## config.mk

```make
export PLATFORM = sky130hd
export DESIGN_NAME = sha256_pad
export DESIGN_NICKNAME = d
export VERILOG_FILES = /design/src/rtl/sha256_pkg.sv /design/src/rtl/sha256_pad.sv
export SDC_FILE = /design/constraint.sdc
export NUM_CORES = 1
export LEC_CHECK = 0
export ABC_AREA = 1
export BUFFER_PORTS_ARGS = -buffer_cell sky130_fd_sc_hd__buf_4
export CORE_MARGIN = 4
export CORE_UTILIZATION = 59
export CTS_BUF_LIST = sky130_fd_sc_hd__clkbuf_2
export CTS_CLUSTER_DIAMETER = 60
export DETAILED_ROUTE_END_ITERATION = 16
export GPL_ROUTABILITY_DRIVEN = 0
export PLACE_DENSITY_LB_ADDON = 0.2
export SLEW_MARGIN = 20
export SYNTH_ARGS = -nofsm -noshare
export SYNTH_HDL_FRONTEND = slang
export SYNTH_SLANG_ARGS = --single-unit
```

## constraint.sdc

```tcl
create_clock -name clk_i -period 2.3 [get_ports clk_i]
set_clock_uncertainty 0.2 [all_clocks]
set_input_delay 0.46 -clock clk_i [delete_from_list [all_inputs] [get_ports clk_i]]
set_output_delay 0.46 -clock clk_i [all_outputs]
set_load 0.02 [all_outputs]
```

## src/rtl/sha256_pkg.sv

```systemverilog
// Shared types and constants for the SHA-256 message padder.
// States, pad byte and block geometry used by sha256_pad.
package sha256_pkg;

  typedef enum logic [1:0] {
    S_DATA,
    S_PAD80,
    S_ZERO,
    S_LEN_LO
  } state_t;

  localparam logic [7:0] PAD_BYTE   = 8'h80;
  localparam int         BLK_WORDS  = 16;
  localparam int         LEN_HI_IDX = 14;

endpackage

```

## src/rtl/sha256_pad.sv

```systemverilog
// FIPS 180-4 padder: bytes in, padded big-endian 32-bit words out, one register stage.
// Word valid one cycle after completing byte; input blocked while output is stalled or padding.
module sha256_pad
  import sha256_pkg::*;
#(
  parameter int I_WIDTH = 8,
  parameter int O_WIDTH = 32,
  parameter int C_WIDTH = 61
) (
  input  logic               clk_i,
  input  logic               rst_n_i,
  input  logic [I_WIDTH-1:0] in_data_i,
  input  logic               in_last_i,
  input  logic               in_valid_i,
  output logic               in_ready_o,
  output logic [O_WIDTH-1:0] out_data_o,
  output logic               out_last_o,
  output logic               out_valid_o,
  input  logic               out_ready_i
);

  localparam int                  W_BITS = $clog2(BLK_WORDS);
  localparam logic [W_BITS-1:0]   W_ONE  = 1;
  localparam logic [C_WIDTH-1:0]  C_ONE  = 1;

  state_t               state_q, state_d;
  logic [1:0]           b_q, b_d;
  logic [W_BITS-1:0]    w_q, w_d;
  logic [C_WIDTH-1:0]   cnt_q, cnt_d;
  logic [23:0]          pack_q, pack_d;
  logic [O_WIDTH-1:0]   odata_q, odata_d;
  logic                 olast_q, olast_d;
  logic                 ovalid_q, ovalid_d;

  logic                 free;
  logic                 load;
  logic                 load_last;
  logic [O_WIDTH-1:0]   load_word;
  logic [O_WIDTH-1:0]   asm_word;
  logic [31:0]          pack32;
  logic [1:0]           li;
  logic [C_WIDTH+2:0]   len;

  assign len         = {cnt_q, 3'b000};
  assign pack32      = {pack_q, 8'h00};
  assign free        = !ovalid_q || out_ready_i;
  assign in_ready_o  = rst_n_i && (state_q == S_DATA) && free;
  assign out_data_o  = odata_q;
  assign out_last_o  = olast_q;
  assign out_valid_o = ovalid_q;

  // Lanes below b come from earlier bytes, lane b is the incoming byte, and a
  // final short word gets the pad byte right after it with zeros beyond.
  always_comb begin
    asm_word = '0;
    li       = '0;
    for (int i = 0; i < 4; i++) begin
      li = 2'(i);
      if (li < b_q)
        asm_word[31-8*i -: 8] = pack32[31-8*i -: 8];
      else if (li == b_q)
        asm_word[31-8*i -: 8] = in_data_i;
      else if (in_last_i && li == b_q + 2'd1)
        asm_word[31-8*i -: 8] = PAD_BYTE;
      else
        asm_word[31-8*i -: 8] = 8'h00;
    end
  end

  always_comb begin
    state_d   = state_q;
    b_d       = b_q;
    w_d       = w_q;
    cnt_d     = cnt_q;
    pack_d    = pack_q;
    load      = 1'b0;
    load_last = 1'b0;
    load_word = '0;

    case (state_q)
      S_DATA: begin
        if (in_valid_i && in_ready_o) begin
          cnt_d  = cnt_q + C_ONE;
          pack_d = asm_word[31:8];
          if (b_q == 2'd3 || in_last_i) begin
            load      = 1'b1;
            load_word = asm_word;
            w_d       = w_q + W_ONE;
            b_d       = 2'd0;
            if (in_last_i)
              state_d = (b_q == 2'd3) ? S_PAD80 : S_ZERO;
          end else begin
            b_d = b_q + 2'd1;
          end
        end
      end
      S_PAD80: begin
        if (free) begin
          load      = 1'b1;
          load_word = {PAD_BYTE, 24'h000000};
          w_d       = w_q + W_ONE;
          state_d   = S_ZERO;
        end
      end
      S_ZERO: begin
        if (free) begin
          load = 1'b1;
          if (w_q == W_BITS'(LEN_HI_IDX)) begin
            load_word = len[63:32];
            state_d   = S_LEN_LO;
          end else begin
            load_word = '0;
            w_d       = w_q + W_ONE;
          end
        end
      end
      S_LEN_LO: begin
        if (free) begin
          load      = 1'b1;
          load_last = 1'b1;
          load_word = len[31:0];
          w_d       = '0;
          b_d       = 2'd0;
          cnt_d     = '0;
          state_d   = S_DATA;
        end
      end
      default: state_d = S_DATA;
    endcase
  end

  always_comb begin
    ovalid_d = ovalid_q;
    odata_d  = odata_q;
    olast_d  = olast_q;
    if (free) begin
      ovalid_d = load;
      if (load) begin
        odata_d = load_word;
        olast_d = load_last;
      end
    end
  end

  always_ff @(posedge clk_i or negedge rst_n_i) begin
    if (!rst_n_i) begin
      state_q  <= S_DATA;
      b_q      <= '0;
      w_q      <= '0;
      cnt_q    <= '0;
      pack_q   <= '0;
      odata_q  <= '0;
      olast_q  <= 1'b0;
      ovalid_q <= 1'b0;
    end else begin
      state_q  <= state_d;
      b_q      <= b_d;
      w_q      <= w_d;
      cnt_q    <= cnt_d;
      pack_q   <= pack_d;
      odata_q  <= odata_d;
      olast_q  <= olast_d;
      ovalid_q <= ovalid_d;
    end
  end

endmodule
```

==> reports/qor.yml <==
io_pins: 48
leakage_nw: 4.24
wl_um: 23200
floorplan.initialDensity: 0.613
synth_edf_count: 0
core.rowCount: 40
antenna_found_initial: 2
syn_area_um2: 7490
dp.cells: 1254
post_dp_cell_area_um2: 8240
cts_sinks: 127
fin_ws_ns: -0.0765
synth_top_area_frac: 0.424
peakVddDrop_mv: 0.576
arrival_ns: 1.72
violations: "negative setup slack"
num_vias: 7660
yosysSeqAreaShare: 0.424
grt_max_degree: 128
detail_route.vias_per_cell: 5.81
clockBufferDepth: 2
outcome: "finished with violations"
synth-main-ff-cell: "dfrtp_1"
drv_cap: 0
clk_pin_slew_worst_paths_ns: 0.22
fin_nets: 1163
overflow: 0
firstDrtPassIters: 6
layout_min_cycle_time_ns: 2.38
htreeDepth: 4
port-buffer-count: 47
first_global_vias: 6855
root_buffer: "clkbuf_2"
min_path_type: "in2async"
setup_tns_ns: -0.101
syn2layout_area_growth_pct: 19.4
die_area_um2: 14600
worstSkewPairLatency_ns: 0.73
cts_tree: "done"
slew_headroom: 0.517
post_drt_wl_per_cell_um: 17.6
synth.top_cells.by_count: "nand2_1, nor2_1, inv_1"
endpoint_kind: "output pin"
period_share: 1.03
yosys-top-cells-area: "dfrtp_1, nand2_1, nor2_1, inv_1, o21ai_0"
synth_cells: 1037
final_cell_count_no_fill: 1319
drive_gt1_frac: 0.158
grt_setup_unrepaired: "true"
ys_types: 41
drt_iter0_markers: 1228
syn_avg_cell_area_um2: 7.22
die_x_um: 121
cts-buffers-inserted: 17
setup.worst_path.start_class: "register"
worstPathRequired_ns: 1.64
finalHoldViolations: 0
fmax_ghz: 0.421
synth_nets: 1063
ys_ff_latch: 127
synth.most_common_cell: "nand2_1"
die_y_um: 121
track_usage: 0.310
setup_viol: 5
p_per_area_nw_per_um2: 829
fill_cells: 983
final_area_um2: 8940
critPathKind: "reg2out"
worst_pin_slew_ns: 0.725
core_area_um2: 12200
ys_async_sr_fraction: 1.00
dp_hpwl_um: 16000
synth_warnings: 0
route.detailed.drc: 0
maxSlewViolCount: 0
cp_max_fo: 2
synth_top_area_cell: "dfrtp_1"
grt_pass1_wl_um: 35100
final_antenna_net_count: 0
## worst max-delay path, cell delays in order, from the launching register on
cell	delay, ns
dfrtp_1	0.46
inv_2	0.09
ha_4	0.15
nand2_4	0.06
nor2_4	0.10
buf_6	0.13
## worst paths after layout
kind                                           start                          to  slack [ns]  cells past startpoint
setup / recovery              state_q[0]$_DFFE_PN0P_                  in_ready_o       -0.08                      5
hold / removal                               rst_n_i  out_data_o[15]$_DFFE_PN0P_        0.19                      3
setup reg to reg              state_q[0]$_DFFE_PN0P_  out_data_o[21]$_DFFE_PN0P_       -0.02                     10
hold reg to reg            out_data_o[0]$_DFFE_PN0P_   out_data_o[0]$_DFFE_PN0P_        0.30                      2
max in group asynchronous                    rst_n_i       cnt_q[10]$_DFFE_PN0P_        1.09                      3
min in group clk_i         out_data_o[0]$_DFFE_PN0P_   out_data_o[0]$_DFFE_PN0P_        0.30                      2
## cell type report
| cell class | instances | area [um^2] | share of cell area |
|---|---|---|---|
| antenna | 2 | 5.00 | 0.000560 |
| clock buffer | 17 | 85.1 | 0.00951 |
| clock inverter | 14 | 145 | 0.0162 |
| inverter | 134 | 510 | 0.0571 |
| multi-input combinational | 748 | 3770 | 0.421 |
| sequential | 127 | 3180 | 0.355 |
| tap | 168 | 210 | 0.0235 |
| timing repair buffer | 109 | 1040 | 0.117 |
## cells by family after synthesis
logic type,after synthesis,share of synthesized area
xor gates and xnor gates,4,0.00468
DFF,127,0.424
adders and majority gates,13,0.0217
AOI/OAI and AO/OA,185,0.144
buffers and inverters,164,0.0870
and+or+nand+nor,544,0.318
## routing by layer
metal,vias up,part of all wire,GRT usage
li1,3600,-,-
met1,3549,0.42,0.432
met2,428,0.45,0.482
met3,83,0.097,0.0659
met4,0,0.039,0.111
met5,-,0,0
## where the power goes
part	leakage (nW)	switching (mW)	internal, mW
clock network	0.145	0.885	0.495
logic	2.38	1.87	1.26
registers	1.71	0.259	2.65
total	4.24	3.01	4.40
## flip-flops by register name, summed over array words and instances (netlist names)
| register | flops |
|---|---|
| b_q | 2 |
| out_last_o | 1 |
| w_q | 4 |
| pack_q | 24 |
| out_valid_o | 1 |
| state_q | 2 |
| out_data_o | 32 |
| cnt_q | 61 |
## stage by stage
stage | util | power, mW | hold WS [ns] | setup slack [ns]
detailed placement | 0.675 | 5.49 | 0.260 | 0.130
finish | 0.732 | 7.42 | 0.194 | -0.0765
CTS | 0.707 | 6.93 | 0.170 | -0.0561
global route | 0.732 | 7.82 | 0.258 | -0.142
global placement | 0.675 | 5.43 | 0.257 | 0.194
floorplan | - | 4.53 | -0.0356 | 0.305
## layout by cell type (no fill, tap or decap), drive strengths merged, types with 21 or more instances in the layout
cell and count:
inv 133, nor2 167, clkbuf 21, nand4 25
dfrtp 127, nand3 52, a21oi 47, nand2 280
o21ai 72, buf 93
## repair_timing
item	CTS	global route
pin swaps	2	4
endpoints found under the setup margin	1	70
gates cloned	0	6
buffers inserted	3	11
resized for setup	7	23
hold buffers	12	0
endpoints found under the hold margin	173	0
(Power assumes the default switching activity.)
